<file path="src/rtl/quad_decoder.sv">
// rtl/quad_decoder.sv - quadrature encoder decoder: sync, per-channel glitch filter, step/dir/error
module quad_decoder #(
    parameter int FILT_LEN = 4
) (
    input  logic clk,
    input  logic rst,
    input  logic a_in,
    input  logic b_in,
    input  logic en,
    input  logic clr_err,
    output logic step,
    output logic up,
    output logic err,
    output logic err_sticky
);

    localparam int CW = $clog2(FILT_LEN + 1);
    localparam int IW = $clog2(FILT_LEN + 3);
    localparam logic [CW-1:0] CNT_LAST  = CW'(FILT_LEN - 1);
    localparam logic [IW-1:0] INIT_LAST = IW'(FILT_LEN + 2);

    typedef enum logic {ST_INIT, ST_RUN} state_t;

    state_t               state_q, state_d;
    logic [IW-1:0]        init_q, init_d;
    logic [1:0]           s1_q, s2_q;
    logic [1:0]           filt_q, filt_d;
    logic [1:0][CW-1:0]   cnt_q, cnt_d;
    logic [1:0]           prev_q;
    logic                 step_q, step_d;
    logic                 up_q, up_d;
    logic                 err_q, err_d;
    logic                 sticky_q, sticky_d;
    logic [1:0]           idx_cur, idx_prev, delta;

    // Each channel only adopts a new level after FILT_LEN consecutive disagreeing samples.
    always_comb begin
        filt_d = filt_q;
        cnt_d  = '0;
        for (int i = 0; i < 2; i++) begin
            if (s2_q[i] != filt_q[i]) begin
                if (cnt_q[i] == CNT_LAST) begin
                    filt_d[i] = s2_q[i];
                end else begin
                    cnt_d[i] = cnt_q[i] + 1'b1;
                end
            end
        end
    end

    // Gray-to-binary position: the modulo-4 difference gives +1 forward, -1 reverse, 2 illegal.
    assign idx_cur  = {filt_q[1], filt_q[1] ^ filt_q[0]};
    assign idx_prev = {prev_q[1], prev_q[1] ^ prev_q[0]};
    assign delta    = idx_cur - idx_prev;

    always_comb begin
        state_d = state_q;
        init_d  = init_q;
        step_d  = 1'b0;
        err_d   = 1'b0;
        up_d    = up_q;
        case (state_q)
            ST_INIT: begin
                if (init_q == INIT_LAST) begin
                    state_d = ST_RUN;
                end else begin
                    init_d = init_q + 1'b1;
                end
            end
            ST_RUN: begin
                if (en) begin
                    case (delta)
                        2'd1: begin
                            step_d = 1'b1;
                            up_d   = 1'b1;
                        end
                        2'd3: begin
                            step_d = 1'b1;
                            up_d   = 1'b0;
                        end
                        2'd2:    err_d = 1'b1;
                        default: ;
                    endcase
                end
            end
            default: state_d = ST_INIT;
        endcase
        // err_q term keeps the flag set when clr_err coincides with the visible err pulse
        sticky_d = err_d | err_q | (sticky_q & ~clr_err);
    end

    always_ff @(posedge clk) begin
        if (!rst) begin
            state_q  <= ST_INIT;
            init_q   <= '0;
            s1_q     <= '0;
            s2_q     <= '0;
            filt_q   <= '0;
            cnt_q    <= '0;
            prev_q   <= '0;
            step_q   <= 1'b0;
            up_q     <= 1'b0;
            err_q    <= 1'b0;
            sticky_q <= 1'b0;
        end else begin
            state_q  <= state_d;
            init_q   <= init_d;
            s1_q     <= {a_in, b_in};
            s2_q     <= s1_q;
            filt_q   <= filt_d;
            cnt_q    <= cnt_d;
            prev_q   <= filt_q;
            step_q   <= step_d;
            up_q     <= up_d;
            err_q    <= err_d;
            sticky_q <= sticky_d;
        end
    end

    assign step       = step_q;
    assign up         = up_q;
    assign err        = err_q;
    assign err_sticky = sticky_q;

endmodule

</file>
<file path="config.mk">
export PLATFORM = sky130hd
export DESIGN_NAME = quad_decoder
export DESIGN_NICKNAME = d
export VERILOG_FILES = /design/src/rtl/quad_decoder.sv
export SDC_FILE = /design/constraint.sdc
export NUM_CORES = 1
export LEC_CHECK = 0
export CORE_MARGIN = 4
export CORE_UTILIZATION = 35
export DETAILED_ROUTE_END_ITERATION = 8
export MAX_ROUTING_LAYER = met4
export PLACE_DENSITY_LB_ADDON = 0.3
export SETUP_SLACK_MARGIN = 0.1
export SLEW_MARGIN = 10
export SYNTH_ARGS = -nofsm -noshare
export SYNTH_HDL_FRONTEND = slang
export SYNTH_SLANG_ARGS = --single-unit
</file>
<file path="constraint.sdc">
create_clock -name clk -period 2.7 [get_ports clk]
set_clock_uncertainty 0.2 [all_clocks]
set_input_delay 0.405 -clock clk [delete_from_list [all_inputs] [get_ports clk]]
set_output_delay 0.405 -clock clk [all_outputs]
set_load 0.02 [all_outputs]
</file>
# ---- Yosys cells after proc, flatten, opt, wreduce, memory -nomap -nowiden
# Index checks and enable logic that the tools add are counted.
dict set report word_totals {
  out_inout_bits 4
  input_bits 6
  ff_bits 22
  wordCells 52
}
dict set report op_classes {
  n_eq_ne 8
  addsub 4
  bitwise 11
  n_reduce_logical 9
  muxes 7
}
# operator count
set op_table {}
lappend op_table {{3-bit by 1-bit adder with 3-bit output, second input constant} 3}
lappend op_table {{3-bit by 2-bit equality test with 1-bit output, second input constant} 2}
lappend op_table {{1-bit two-way mux} 6}
lappend op_table {{1-bit inverter} 6}
lappend op_table {{2-bit AND reduction} 3}
lappend op_table {{3-bit AND reduction} 2}
lappend op_table {{3-bit OR reduction} 2}
lappend op_table {{2-bit equality test, second input constant} 2}
lappend op_table {{3-bit equality test, second input constant} 1}
lappend op_table {{2-bit by 1-bit equality test with 1-bit output, second input constant} 1}
lappend op_table {{1-bit != test} 2}
lappend op_table {{1-bit bitwise OR} 2}
lappend op_table {{1-bit one-hot mux with 2 select lines} 1}
lappend op_table {{2-bit nonzero test} 1}
lappend op_table {{2-bit OR reduction} 1}
lappend op_table {{2-bit subtractor} 1}
lappend op_table {{1-bit XOR} 2}
lappend op_table {{1-bit AND} 1}

# ---- Longest topological paths before layout
dict set report logic_depth {
  depth_word 8
  mapped_depth 5
  depth_no_buf 5
}

# ---- Least setup slack after synthesis
# No wires, ideal clock.
dict set report synth_timing {
  path_kind {register to register}
  from {register filt_q[1]}
  to {register up_q (netlist: up)}
  arrival_ns 1.146
  required_time_ns 2.378
  period_less_slack_ns 1.467
  path_buffers 0
  stages_incl_launch_ff 4
  setup_slack_ns 1.233
  setup_ns 0.122
  cell_sequence {dfxtp_1 xnor2_1 ha_1 o311a_1}
}
dict set report synth_via {
  elab_chain_len 5
  word_cells_on_any_way 7
  cone_classes {1 x add/sub; 2 x eq/ne; 1 x mux; 1 x bitwise; 2 x reduce/logical}
}
# item line
set synth_lines {}
lappend synth_lines {{from (decl)} 27} ;# logic [1:0] filt_q, filt_d;
lappend synth_lines {{from (signal assigned)} 110} ;# filt_q <= filt_d;
lappend synth_lines {{1-bit XOR} 52} ;# assign idx_cur = {filt_q[1], filt_q[1] ^ filt_q[0]};
lappend synth_lines {{2-bit subtractor (*)} 54} ;# assign delta = idx_cur - idx_prev;
lappend synth_lines {{2-bit equality test or 2-bit by 1-bit equality test with 1-bit output (tied branches)} 72} ;# case (delta)
lappend synth_lines {{2-bit nonzero test (no line)} --}
lappend synth_lines {{3-bit AND reduction (no line)} --}
lappend synth_lines {{to (signal assigned)} 114} ;# up_q <= up_d;
lappend synth_lines {{to (decl)} 31} ;# logic up_q, up_d;
# Mark *: on every way between the ends. The rest lies on a longest branch, timed or not.
# A chain may end at the register's enable or synchronous reset.

# ---- Worst setup path after layout
dict set report layout_timing {
  from {register up_q (netlist: up)}
  to {output port up}
}
# item line
set layout_rtl {}
lappend layout_rtl {{to (decl)} 12} ;# output logic up,
# No word-level cell between the ends.

==> impl_metrics.csv <==
group,metric,value,unit
setup_path,crit_type,"reg -> out",
power,p_comb_share,6.1,%
route,dr.first_iter.drc_count,0,
clocking,post_cts_buffers,0,
route,drt_first_pass_iters,1,
setup_path,critPathRequiredTime,2100,ps
power,total_power,0.543,mW
grt,grt_overflow_total,0,
setup_path,rrSetupSlack,1160,ps
layout,area_growth_syn_to_layout,18.7,%
setup_path,crit_chain,"clkdlybuf4s50_1",
synthesis,synth_top_area_share,52.3,%
die,initial_utilization,37.3,%
clocking,cts_buffers,3,
die,io_pins,10,
layout,fin_nets,105,
synthesis,netlist_instances,79,
grt,grt_pass1_wl,1840,um
setup_path,cp-start-kind,"flip-flop",
setup_path,worstReg2RegEnd,"up$_SDFFE_PN0P_",
grt,grt_max_degree,18,
sta,grt_setup_unrepaired,"no",
clocking,clock_sinks,22,
power,clkPwrFrac,31.3,%
clocking,htreeDepth,1,
grt,grt_usage,7.59,%
sta,holdWs,227,ps
layout,post_route_cells_drive_above_1_share,6.59,%
synthesis,yosys_warnings,0,
synthesis,synth.area.top_cells,"dfxtp_1 52%, ha_1 10%, and2_1 4.5%",
route,finalWirelength,1100,um
clocking,cts_root_buffer,"clkbuf_4",
grt,grt_pass1_vias,475,
place,port-buffer-count,9,
grt,antenna_found_initial,0,
power,leakagePower,0.419,nW
power,p_sw_share,19.8,%
clocking,hold_buffers,0,
setup_path,arrival,1240,ps
synthesis,yosysSeqAreaShare,52.3,%
hold_path,worstHoldStart,"cnt_q[3]$_SDFF_PP0_",
setup_path,slowest_delay,610,ps
sta,fin_crit_sh,68.2,%
route,drt-wirelength-per-cell,9.21,um
layout,register_area,440,um2
setup_path,cp.buffers_inverters,1,
sta,maxSlewHeadroom,68.6,%
route,num_vias,516,
die,rows,17,
power,powerDensity,543,nW/um2
sta,fin_crit,1840,ps
layout,utilization,44.3,%
layout,fillerInstances,231,
power,internal_power,0.436,mW
synthesis,ys_seq_elements,22,
setup_path,reg2reg_depth,3,
hold_path,whs_path_depth,1,
sta,final_max_slew_viol_count,0,
route,via_per_inst,4.34,
die,core-area,2250,um2
sta,setup-tns-final,0,ps
sta,max_freq,543,MHz
setup_path,crit_family,"buffers and inverters",
clocking,cts-resized-gates,0,
sta,setup_viol,0,
hold_path,holdPathEnd,"cnt_q[3]$_SDFF_PP0_",
run,maxCapViolCount,0,
synthesis,synth_cell_types,23,
route,ant_nets,0,
power,ir_worst_vdd,0.265,mV
layout,n_antenna_cell,0,
sta,worst_slew_pin_slew,469,ps
place,dp_hpwl,835,um
hold_path,hold_class,"reg -> reg",
synthesis,synth_area,842,um2
setup_path,cp_max_fo,2,
place,place_congestion,0.731,
layout,multi_input_area,372,um2
sta,hold_viol_final,0,
die,dieWidth,57.1,um
setup_path,rr_startpoint,"filt_q[1]$_SDFFE_PN0P_",
clocking,cts_buffer_depth,2,
synthesis,synth_top_cell_by_area,"dfxtp_1",
die,die_h,57.1,um
clocking,cts.reportedPaths.clkPinSlew,110,ps
synthesis,syn_avg_cell_area,10.7,um2
setup_path,crit_slowest_cell,"clkdlybuf4s50_1",
route,drc,0,
power,pwr-share-seq,62.6,%
clocking,clk_latency,290,ps
die,die-area,3250,um2
synthesis,syn_nets,92,
clocking,cts_tree,"done",
setup_path,cp-end-kind,"output pin",
power,p_sw,0.107,mW
outcome,status,"finished clean",
## how the worst max path moves through the flow
stage / from / end / slack [ps] / depth (start not counted)
CTS: up$_SDFFE_PN0P_ / up / 830 / 1
detailed placement: rst / err_sticky$_SDFF_PN0_ / 760 / 4
finish: up$_SDFFE_PN0P_ / up / 860 / 1
global placement: rst / err_sticky$_SDFF_PN0_ / 780 / 4
global route: up$_SDFFE_PN0P_ / up / 800 / 1
floorplan: filt_q[1]$_SDFFE_PN0P_ / up$_SDFFE_PN0P_ / 1230 / 3
## cells in the mapped netlist, drive strengths merged
library cell and n:
ha 7, xnor2 3, o21bai 1, nand2b 1, a21oi 2, nor2 7, nand3 1, mux2i 2
inv 7, o211a 1, clkbuf 1, and2 7, o21ai 1, o311a 1, nand2 2, nor2b 4
nand3b 2, nor4bb 1, nor3b 2, dfxtp 22, xor2 4
## stage by stage
step                      cells  setup slack (ps)  area (um2)
final                       119               859        1000
after global routing        119               805        1000
after CTS                   119               826        1000
after detailed placement    115               763         963
after global placement      115               784         963
after floorplan              79              1230         842
## flip-flops by register name, indices dropped and copies added, names as in the netlist
| signal | count |
|---|---|
| err | 1 |
| cnt_q | 6 |
| prev_q | 2 |
| err_sticky | 1 |
| step | 1 |
| s2_q | 2 |
| filt_q | 2 |
| s1_q | 2 |
| init_q | 3 |
| up | 1 |
| state_q | 1 |
## placed cells by master, fill, tap and decap left out
cell type and instances:
nand2b_1 1, clkdlybuf4s50_1 9, nor2_1 7, o311a_1 1, inv_1 7, nor3b_2 1, nand3_1 1, a21oi_1 2
nand2_1 2, xnor2_1 3, nor3b_1 1, ha_1 7, and2_1 6, mux2i_1 2, o21ai_0 1, dfxtp_1 22
clkbuf_4 3, nand3b_1 2, o211a_1 1, clkbuf_8 1, xor2_1 4, o21bai_1 1, nor2b_1 4, nor4bb_1 1
and2_2 1
## power by group through the flow
stage                     clock, mW  combinational, mW  sequential, mW
after floorplan                   0             0.0213           0.346
after global placement            0             0.0323           0.347
after detailed placement          0             0.0339           0.347
after CTS                     0.184             0.0340           0.340
after global routing          0.196             0.0372           0.342
final                         0.170             0.0332           0.340
## kinds of logic after synthesis
family          share of synthesized area, %
buf+inv                                 3.57
flops                                   52.3
simple gates                            19.0
fa+ha+maj                               10.4
mux                                     2.38
compound gates                          5.05
xor+xnor                                7.28
## layout make-up
type | instances | share of cell area (%)
sequential | 22 | 44.1
multi-input combinational | 49 | 37.2
timing repair buffer | 9 | 9.01
clock buffer | 4 | 3.63
tap | 28 | 3.50
inverter | 7 | 2.63
## routing by layer
layer	vias up	share of wire [%]	global-route usage, %
met3	2	5.5	2.94
met5	-	0	-
li1	279	-	-
met1	228	50	8.43
met2	7	44	11.7
met4	0	0.36	3.97
Note: power is estimated with default switching activity, not from simulation.
